## src/rtl/display_pkg.sv

```systemverilog
// display_pkg: shared constants for the seven-segment display driver.
// Segment patterns are active-high with bit 0 = segment a through bit 6 = g.
package display_pkg;

    localparam logic [6:0] SEG_OFF = 7'h7F;

    localparam logic [6:0] SEG_TABLE [16] = '{
        7'h3F, 7'h06, 7'h5B, 7'h4F,   // 0 1 2 3
        7'h66, 7'h6D, 7'h7D, 7'h07,   // 4 5 6 7
        7'h7F, 7'h6F, 7'h77, 7'h7C,   // 8 9 A b
        7'h39, 7'h5E, 7'h79, 7'h71    // C d E F
    };

    // Width of an index over n entries; never narrower than one bit.
    function automatic int idx_width(input int n);
        return (n > 1) ? $clog2(n) : 1;
    endfunction

endpackage

```

## src/rtl/display_driver_if.sv

```systemverilog
// display_driver_if: controller-side digit bus and board-side pin bundle.
// The blink_in field exists only when DISPLAY_BLINK_EN is defined.
interface display_driver_if #(
    parameter int DIGITS = 8
);
    logic                  load;
    logic [4*DIGITS-1:0]   digits_in;
    logic [DIGITS-1:0]     dp_in;
    logic [DIGITS-1:0]     blank_in;
`ifdef DISPLAY_BLINK_EN
    logic [DIGITS-1:0]     blink_in;
`endif
    logic [DIGITS-1:0]     an;
    logic [6:0]            seg;
    logic                  dp;
    logic                  frame_done;

    modport master (
`ifdef DISPLAY_BLINK_EN
        output blink_in,
`endif
        output load, digits_in, dp_in, blank_in,
        input  an, seg, dp, frame_done
    );

    modport slave (
`ifdef DISPLAY_BLINK_EN
        input  blink_in,
`endif
        input  load, digits_in, dp_in, blank_in,
        output an, seg, dp, frame_done
    );
endinterface

```

## src/rtl/seg_decode.sv

```systemverilog
// seg_decode: hex nibble to active-high a..g pattern (lowercase b and d).
module seg_decode
    import display_pkg::*;
(
    input  logic [3:0] nib_i,
    output logic [6:0] pat_o
);
    assign pat_o = SEG_TABLE[nib_i];
endmodule

```

## src/rtl/display_driver.sv

```systemverilog
// display_driver: time-multiplexed common-anode seven-segment scanner.
// Digit data is double-buffered: load writes the shadow set, and the live set
// only changes at a frame boundary, so a frame never shows mixed data.
// Optional feature macro: DISPLAY_BLINK_EN (per-digit blink, BLINK_FRAMES).
module display_driver
    import display_pkg::*;
#(
    parameter int DIGITS       = 8,
    parameter int SCAN_DIV     = 50000,
    parameter int GUARD        = 4
`ifdef DISPLAY_BLINK_EN
    ,
    parameter int BLINK_FRAMES = 64
`endif
) (
    input  logic            clk,
    input  logic            rst_n,
    display_driver_if.slave bus
);
    localparam int IDX_W = idx_width(DIGITS);
    localparam int DIV_W = idx_width(SCAN_DIV);

    logic [DIV_W-1:0]    div_q, div_d;
    logic [IDX_W-1:0]    idx_q, idx_d;
    logic                pending_q, pending_d;
    logic [4*DIGITS-1:0] sh_digits_q, lv_digits_q;
    logic [DIGITS-1:0]   sh_dp_q, lv_dp_q, sh_blank_q, lv_blank_q;

    logic [DIGITS-1:0]   an_q, an_d;
    logic [6:0]          seg_q, seg_d;
    logic                dp_q, dp_d;
    logic                fd_q, fd_d;

    logic                tick, boundary, in_guard, dark;
    logic [3:0]          cur_nib;
    logic [6:0]          cur_pat;

    assign tick     = (div_q == DIV_W'(SCAN_DIV - 1));
    assign boundary = tick && (idx_q == IDX_W'(DIGITS - 1));
    assign in_guard = (div_q < DIV_W'(GUARD));
    assign cur_nib  = lv_digits_q[{idx_q, 2'b00} +: 4];

    seg_decode u_dec (
        .nib_i (cur_nib),
        .pat_o (cur_pat)
    );

`ifdef DISPLAY_BLINK_EN
    localparam int BF_W = idx_width(BLINK_FRAMES);

    logic [DIGITS-1:0] sh_blink_q, lv_blink_q;
    logic [BF_W-1:0]   bcnt_q, bcnt_d;
    logic              bph_q, bph_d;

    // Blink phase flips after every BLINK_FRAMES frame boundaries.
    always_comb begin
        bcnt_d = bcnt_q;
        bph_d  = bph_q;
        if (boundary) begin
            if (bcnt_q == BF_W'(BLINK_FRAMES - 1)) begin
                bcnt_d = '0;
                bph_d  = ~bph_q;
            end else begin
                bcnt_d = bcnt_q + BF_W'(1);
            end
        end
    end

    // Blink shadow/live flags and frame counter state.
    always_ff @(posedge clk or negedge rst_n) begin
        if (!rst_n) begin
            sh_blink_q <= '0;
            lv_blink_q <= '0;
            bcnt_q     <= '0;
            bph_q      <= 1'b0;
        end else begin
            if (boundary && pending_q) lv_blink_q <= sh_blink_q;
            if (bus.load)              sh_blink_q <= bus.blink_in;
            bcnt_q <= bcnt_d;
            bph_q  <= bph_d;
        end
    end

    assign dark = lv_blank_q[idx_q] | (bph_q & lv_blink_q[idx_q]);
`else
    assign dark = lv_blank_q[idx_q];
`endif

    // Slot divider, slot index and pending flag; a load in the boundary
    // cycle re-arms pending so its data waits for the following boundary.
    always_comb begin
        div_d     = tick ? '0 : div_q + DIV_W'(1);
        idx_d     = idx_q;
        pending_d = pending_q;
        if (tick) begin
            idx_d = (idx_q == IDX_W'(DIGITS - 1)) ? '0 : idx_q + IDX_W'(1);
        end
        if (bus.load) begin
            pending_d = 1'b1;
        end else if (boundary) begin
            pending_d = 1'b0;
        end
    end

    // Pin values for the current slot; everything dark during the guard window.
    always_comb begin
        an_d  = '1;
        seg_d = SEG_OFF;
        dp_d  = 1'b1;
        fd_d  = boundary;
        if (!in_guard) begin
            an_d = ~(DIGITS'(1) << idx_q);
            if (!dark) begin
                seg_d = ~cur_pat;
                dp_d  = ~lv_dp_q[idx_q];
            end
        end
    end

    // Scan state and registered pin outputs.
    always_ff @(posedge clk or negedge rst_n) begin
        if (!rst_n) begin
            div_q     <= '0;
            idx_q     <= '0;
            pending_q <= 1'b0;
            an_q      <= '1;
            seg_q     <= SEG_OFF;
            dp_q      <= 1'b1;
            fd_q      <= 1'b0;
        end else begin
            div_q     <= div_d;
            idx_q     <= idx_d;
            pending_q <= pending_d;
            an_q      <= an_d;
            seg_q     <= seg_d;
            dp_q      <= dp_d;
            fd_q      <= fd_d;
        end
    end

    // Shadow captures on load; live copies shadow only at a pending boundary.
    always_ff @(posedge clk or negedge rst_n) begin
        if (!rst_n) begin
            sh_digits_q <= '0;
            lv_digits_q <= '0;
            sh_dp_q     <= '0;
            lv_dp_q     <= '0;
            sh_blank_q  <= '1;
            lv_blank_q  <= '1;
        end else begin
            if (boundary && pending_q) begin
                lv_digits_q <= sh_digits_q;
                lv_dp_q     <= sh_dp_q;
                lv_blank_q  <= sh_blank_q;
            end
            if (bus.load) begin
                sh_digits_q <= bus.digits_in;
                sh_dp_q     <= bus.dp_in;
                sh_blank_q  <= bus.blank_in;
            end
        end
    end

    assign bus.an         = an_q;
    assign bus.seg        = seg_q;
    assign bus.dp         = dp_q;
    assign bus.frame_done = fd_q;

endmodule
```

## src/flat_wrapper.sv

```systemverilog
// flat-port wrapper written by rule: the top's interface ports become plain ports
module display_driver_flat import display_pkg::*;
#(
    parameter int DIGITS       = 8,
    parameter int SCAN_DIV     = 50000,
    parameter int GUARD        = 4

)
  (clk, rst_n, bus_load, bus_digits_in, bus_dp_in, bus_blank_in, bus_an, bus_seg, bus_dp, bus_frame_done);
  display_driver_if #(.DIGITS(DIGITS)) bus_i ();
  input  logic clk;
  input  logic rst_n;
  input wire logic [$bits(bus_i.load)-1:0] bus_load;
  input wire logic [$bits(bus_i.digits_in)-1:0] bus_digits_in;
  input wire logic [$bits(bus_i.dp_in)-1:0] bus_dp_in;
  input wire logic [$bits(bus_i.blank_in)-1:0] bus_blank_in;
  output wire logic [$bits(bus_i.an)-1:0] bus_an;
  output wire logic [$bits(bus_i.seg)-1:0] bus_seg;
  output wire logic [$bits(bus_i.dp)-1:0] bus_dp;
  output wire logic [$bits(bus_i.frame_done)-1:0] bus_frame_done;
  assign bus_i.load = bus_load;
  assign bus_i.digits_in = bus_digits_in;
  assign bus_i.dp_in = bus_dp_in;
  assign bus_i.blank_in = bus_blank_in;
  assign bus_an = bus_i.an;
  assign bus_seg = bus_i.seg;
  assign bus_dp = bus_i.dp;
  assign bus_frame_done = bus_i.frame_done;
  display_driver #(.DIGITS(DIGITS), .SCAN_DIV(SCAN_DIV), .GUARD(GUARD)) u_core (.clk(clk), .rst_n(rst_n), .bus(bus_i));
endmodule
```

## config.mk

```make
export PLATFORM = sky130hd
export DESIGN_NAME = display_driver_flat
export DESIGN_NICKNAME = d
export VERILOG_FILES = /design/src/rtl/display_pkg.sv /design/src/rtl/display_driver_if.sv /design/src/rtl/seg_decode.sv /design/src/rtl/display_driver.sv /design/src/flat_wrapper.sv
export SDC_FILE = /design/constraint.sdc
export NUM_CORES = 1
export LEC_CHECK = 0
export BUFFER_PORTS_ARGS = -buffer_cell sky130_fd_sc_hd__buf_2
export CAP_MARGIN = 10
export CORE_ASPECT_RATIO = 0.75
export CORE_MARGIN = 3
export CORE_UTILIZATION = 50
export CTS_BUF_LIST = sky130_fd_sc_hd__clkbuf_8
export CTS_CLUSTER_DIAMETER = 200
export DETAILED_ROUTE_END_ITERATION = 10
export GPL_TIMING_DRIVEN = 0
export MAX_ROUTING_LAYER = met4
export PLACE_DENSITY = 0.8
export SLEW_MARGIN = 20
export SYNTH_ARGS = -nofsm -noshare
export SYNTH_HDL_FRONTEND = slang
export SYNTH_SLANG_ARGS = --single-unit
export TNS_END_PERCENT = 20
```

## constraint.sdc

```tcl
create_clock -name clk -period 6.7 [get_ports clk]
set_input_delay 1.34 -clock clk [delete_from_list [all_inputs] [get_ports clk]]
set_output_delay 1.34 -clock clk [all_outputs]
set_load 0.005 [all_outputs]
```

==> flow_summary.toml, run 1 <==
[status]
status = "finished clean"

[cts]
ctsRootBufferMaster = "clkbuf_8"
worstSkewPairLatency_ns = 0.44
htree_levels = 4
cts.sinks = 133
holdBufCountCts = 0
numCtsBuffers = 17
clk_pin_slew_ns = 0.07
cts_resized = 0
post-cts-setup-buffers = 0
cts_buffer_depth = 2
cts_tree = "built"

[timing]
maxSlewViolCount = 0
rsz0062_at_grt = "no"
fmax_mhz = 335
fin_crit_ns = 2.98
slew_headroom = 0.526
fin_tns_setup_ns = 0
hold_violations = 0
period_share = 0.445
tightestPinTransition_ns = 0.711
finalSetupViolations = 0
clock_skew_ns = 0.0182

[routing]
viasPerCell = 5.42
wire_per_inst_um = 17.6
ant_nets = 0
drtPass1Iterations = 4
vias = 3407
drt_wl_total_mm = 11.0
drc = 0
drt_iter0_markers = 376

[logic_synthesis]
synth_warnings = 0
syn-instance-count = 390
yosysSeqAreaShare = 0.584
async_flop_share = 1.00
synth_top_area_frac = 0.439
synth_most_common_cell = "dfrtp_1"
yosys.area.top_type = "dfrtp_1"
synth.net_count = 454
avgSynthCellArea_um2 = 14.8
syn_area_um2 = 5760
ys_top_cells_by_area = "dfrtp_1, mux2_2, dfstp_2, mux2_4, mux4_2"
ys_seq_elements = 133
synth_flop_cell = "dfrtp_1"
synth.top_cells.by_count = "dfrtp_1, mux2_2, dfstp_2, mux2_4, nand2_1"
ys_types = 41
synth-edff-count = 0

[grt]
grt_use_met3 = 0.0666
grtUsageTotal = 0.198
grt_pass1_wl_mm = 18.6
grt_pass1_vias = 3650
met1_usage = 0.271
use_met2 = 0.279
antenna_found_initial = 0
top_usage_layer = "met2"
grt_overflow = 0
grt_max_degree = 79

[job]
cap_violations = 0

[setup_path]
cp_cell_sequence = "buf_1 -> mux4_2 -> nand2_1 -> and2_1 -> inv_1 -> ha_1 -> or3b_2 -> o21ai_0 -> o21ai_0"
arrival_ns = 3.32
endpoint_kind = "flop"
rrSetupSlack_ns = 3.72
crit_slowest_cell = "buf_1"
critPathMaxFanout = 10
cp.buffers_inverters = 2
required_ns = 7.03
critPathLaunchType = "flop"
max_stage_delay_ns = 0.59
cp_top_family = "simple AND/OR/NAND/NOR gates"
crit_top_cell = "o21ai_0"
crit_type = "flop to flop"

[power]
power_density_nw_per_um2 = 235
power_leakage_uw = 0.00318
ir_drop_mv = 0.146

[finish]
stdcell_count = 629
nFillCells = 844
drive_above_1_share = 0.517
fin_nets = 540
diodes = 0
areaGrowthSynthToFinish_pct = 16.1

[die]
pin_count = 68
placementRows = 33
core_area_um2 = 11100
die_w_um = 130
initial_core_util = 0.519
die_h_um = 99.0
dieArea_um2 = 12900

[placement]
place_inst = 597
hpwl_mm = 7.82
portBuffers = 66
gp_congestion = 0.895

[hold_path]
hp-class = "flop to flop"
sequential cells by signal, summed over array words and instances (netlist names):
name,cells
u_core.div_q,16
u_core.sh_blank_q,8
u_core.bus.seg,7
u_core.bus.frame_done,1
u_core.lv_digits_q,32
u_core.sh_digits_q,32
u_core.sh_dp_q,8
u_core.bus.an,8
u_core.idx_q,3
u_core.lv_blank_q,8
u_core.pending_q,1
u_core.bus.dp,1
u_core.lv_dp_q,8
layout make-up:
class | count | area [um^2] | area share
flip-flops and latches | 133 | 3370 | 0.503
clock inverters | 12 | 113 | 0.0168
repair buffers | 67 | 364 | 0.0544
plain buffers | 18 | 101 | 0.0151
inverters | 10 | 37.5 | 0.00561
multi-input cells | 229 | 2260 | 0.337
well taps | 140 | 175 | 0.0262
clock buffers | 20 | 275 | 0.0411
worst reg2reg max path: cells and delay by family, from the launching register on:
kind | cells | cell delay [ns]
muxes | 1 | 0.44
buffers and inverters | 2 | 0.72
and+or+nand+nor | 3 | 0.78
DFF | 1 | 0.52
adders and majority gates | 1 | 0.24
AOI/OAI and AO/OA | 2 | 0.20
report_power, final:
group / internal, uW / total (uW) / switching, uW
logic: 38.8 / 71.2 / 32.5
clock network: 353 / 651 / 298
registers: 836 / 853 / 16.4
cells in the final DEF, fill, tap and decap left out, types with 5 or more instances in the layout:
cell        n
clkbuf_1    5
mux4_2     12
xnor2_1     8
clkbuf_8   20
mux2_4     20
dfrtp_1   101
mux2i_1     5
inv_1      11
xor2_1      6
ha_1       13
mux2_2     80
nand3_1    14
buf_2      68
nor2_1     14
dfstp_2    32
clkinv_2    6
nand2_1    20
buf_1       5
final timing paths:
kind	startpoint	end	cells after the start
min in group asynchronous	rst_n	u_core.div_q[7]	1
min reg2reg	u_core.div_q[0]	u_core.div_q[0]	1
max reg2reg	u_core.idx_q[1]	u_core.bus.seg[0]	9
max in group asynchronous	rst_n	u_core.sh_blank_q[5]	2
max	u_core.idx_q[1]	u_core.bus.seg[0]	9
min	u_core.div_q[0]	u_core.div_q[0]	1
per-stage QoR:
stage	util	total power, uW	instance area, um^2	hold slack, ns	setup slack, ns
6_report	0.602	1580	6690	0.497	3.72
3_3_place_gp	0.564	933	6270	0.466	2.69
2_1_floorplan	-	896	5760	0.447	4.20
5_1_grt	0.602	1640	6690	0.520	3.59
4_1_cts	0.602	1600	6690	0.493	3.68
3_5_place_dp	0.567	941	6300	0.479	3.71
layer usage:
layer  vias up  routed length, um
met5         -                  0
met4         0                 95
met3        12                672
met2       109               5130
met1      1738               5150
li1       1548                  -
cell families after synthesis:
group | count (synthesis) | synth area share
muxes | 117 | 0.264
and+or+nand+nor | 71 | 0.0614
adders and majority gates | 13 | 0.0282
DFF | 133 | 0.584
buffers and inverters | 28 | 0.0241
xor gates and xnor gates | 14 | 0.0213
AOI/OAI and AO/OA | 14 | 0.0165
Power figures use the tool's default switching activity.
==> run 2: changes to the inputs <==
- ABC_AREA: default -> 1
- clock period: 6.7 -> 2.8 ns (I/O delays scaled with it)
==> flow_summary.toml, run 2 <==
[status]
status = "finished clean"

[setup_path]
cp_top_family = "simple AND/OR/NAND/NOR gates"
max_stage_delay_ns = 0.41
critPathLaunchType = "flop"
r2r_start = "u_core.idx_q[0]"
cp.depth = 12
r2r-end = "u_core.bus.seg[6]"
worstSetupEndpoint = "u_core.bus.seg[6]"
required_ns = 3.13
endpoint_kind = "flop"
crit_type = "flop to flop"
reg2regPathDepth = 12
crit_slowest_cell = "dfrtp_1"
arrival_ns = 2.68
cp.buffers_inverters = 3
critPathMaxFanout = 10
worstSetupStartpoint = "u_core.idx_q[0]"
cp_cell_sequence = "buf_2 -> clkbuf_1 -> nand2_1 -> nand3_1 -> nand3_1 -> nand2_1 -> inv_1 -> ha_1 -> nand3_1 -> nand2_1 -> nand2_1 -> nand3_1"
rrSetupSlack_ns = 0.45

[job]
cap_violations = 0

[hold_path]
hp-class = "input pin to asynchronous set/reset pin"

[cts]
holdBufCountCts = 0
post-cts-setup-buffers = 0
htree_levels = 4
ctsRootBufferMaster = "clkbuf_8"
cts_tree = "built"
clk_pin_slew_ns = 0.07
worstSkewPairLatency_ns = 0.44
cts_resized = 0
cts_buffer_depth = 2
cts.sinks = 133
numCtsBuffers = 17

[routing]
vias = 4891
drc = 0
viasPerCell = 5.06
drt_iter0_markers = 436
drtPass1Iterations = 5
drt_wl_total_mm = 13.5
ant_nets = 0
wire_per_inst_um = 14.0

[finish]
fin_nets = 855
drive_above_1_share = 0.303
layout_common_cells = "nand2_1, dfrtp_1, inv_1"
final_util = 0.618
largest_registers = "u_core.lv_digits_q x32, u_core.sh_digits_q x32, u_core.div_q x16"
diodes = 0
areaGrowthSynthToFinish_pct = 16.9
final_common_cell = "nand2_1"

[timing]
fin_crit_ns = 2.35
rsz0062_at_grt = "no"
tightestPinTransition_ns = 0.721
period_share = 0.838
fmax_mhz = 426
slew_headroom = 0.519
maxSlewViolCount = 0
finalWorstSetupSlack_ns = 0.454
hold_violations = 0
finalSetupViolations = 0
clock_skew_ns = 0.0128

[grt]
grt_max_degree = 75
antenna_found_initial = 0
grt_pass1_vias = 4722
grt_overflow = 0
grtUsageTotal = 0.209
grt_pass1_wl_mm = 22.9

[die]
pin_count = 68
core_area_um2 = 12000
initial_core_util = 0.529
die_w_um = 136
placementRows = 34
die_h_um = 104
dieArea_um2 = 14100

[logic_synthesis]
synth_flop_cell = "dfrtp_1"
synth-edff-count = 0
yosysSeqAreaShare = 0.531
yosys.area.top_type = "dfrtp_1"
synth_top_area_frac = 0.398
syn-instance-count = 705
ys_types = 32
async_flop_share = 1.00
synth.net_count = 769
synth_most_common_cell = "nand2_1"
synth.top_cells.by_count = "nand2_1, dfrtp_1, inv_1, nand3_1, o21ai_0"
ys_seq_elements = 133
ys_top_cells_by_area = "dfrtp_1, dfstp_2, nand2_1, o21ai_2, inv_1"
synth_warnings = 0
avgSynthCellArea_um2 = 9.00
syn_area_um2 = 6340

[placement]
hpwl_mm = 9.44
gp_congestion = 0.880
portBuffers = 66
pre_cts_ws_ns = 0.548

[power]
power_leakage_uw = 0.00367
power_density_nw_per_um2 = 569
ir_drop_mv = 0.456
run 2: layout make-up:
class                           count  area (um^2)
Fill cell                        1033         4580
Tap cell                          162          203
Clock buffer                       18          248
Inverter                           98          387
Sequential cell                   133         3370
Multi-Input combinational cell    446         2410
Timing Repair Buffer               67          368
Clock inverter                     14          255
Buffer                             28          181
run 2: kinds of logic after synthesis:
group | share of synthesized area
buf+inv | 0.0895
simple gates | 0.234
xor+xnor | 0.00966
flops | 0.531
compound gates | 0.110
fa+ha+maj | 0.0256
run 2: routing by layer:
| layer | global-route usage | vias up | routed length [um] |
|---|---|---|---|
| met5 | - | - | 0 |
| li1 | - | 2401 | - |
| met1 | 0.304 | 2313 | 6540 |
| met4 | 0.0705 | 0 | 210 |
| met3 | 0.0470 | 19 | 773 |
| met2 | 0.291 | 158 | 5970 |
run 2: worst min path at each step:
stage,cells past startpoint,slack (ns),end
final,1,0.03,u_core.sh_dp_q[6]
after floorplan,0,0.26,u_core.bus.frame_done
after detailed placement,2,0.46,u_core.lv_blank_q[7]
after CTS,1,0.04,u_core.sh_digits_q[2]
after global placement,1,0.45,u_core.div_q[0]
after global routing,1,0.05,u_core.sh_dp_q[4]
run 2: metrics by stage:
step | TNS (ns) | hold WS, ns | std cells | total power [uW] | cell area, um^2
detailed placement | 0 | 0.457 | 934 | 2240 | 6920
global route | 0 | 0.0519 | 966 | 4390 | 7420
floorplan | 0 | 0.264 | 705 | 2130 | 6340
CTS | 0 | 0.0361 | 966 | 4260 | 7420
finish | 0 | 0.0324 | 966 | 4220 | 7420
global placement | -52.56 | 0.454 | 933 | 2230 | 6880
run 2: worst reg2reg max path: cells and delay by family, from the launching register on:
| family | cells | cell delay, ns |
|---|---|---|
| AND/OR/NAND/NOR | 8 | 0.88 |
| buffers and inverters | 3 | 0.76 |
| flip-flops | 1 | 0.41 |
| adder cells (fa/ha/maj) | 1 | 0.20 |
run 2: power breakdown:
group / total (uW) / leakage [uW] / switching [uW] / internal (uW)
registers: 2010 / 0.00165 / 17.6 / 1990
logic: 195 / 0.00176 / 135 / 60.4
clock network: 2020 / 0.000260 / 756 / 1260
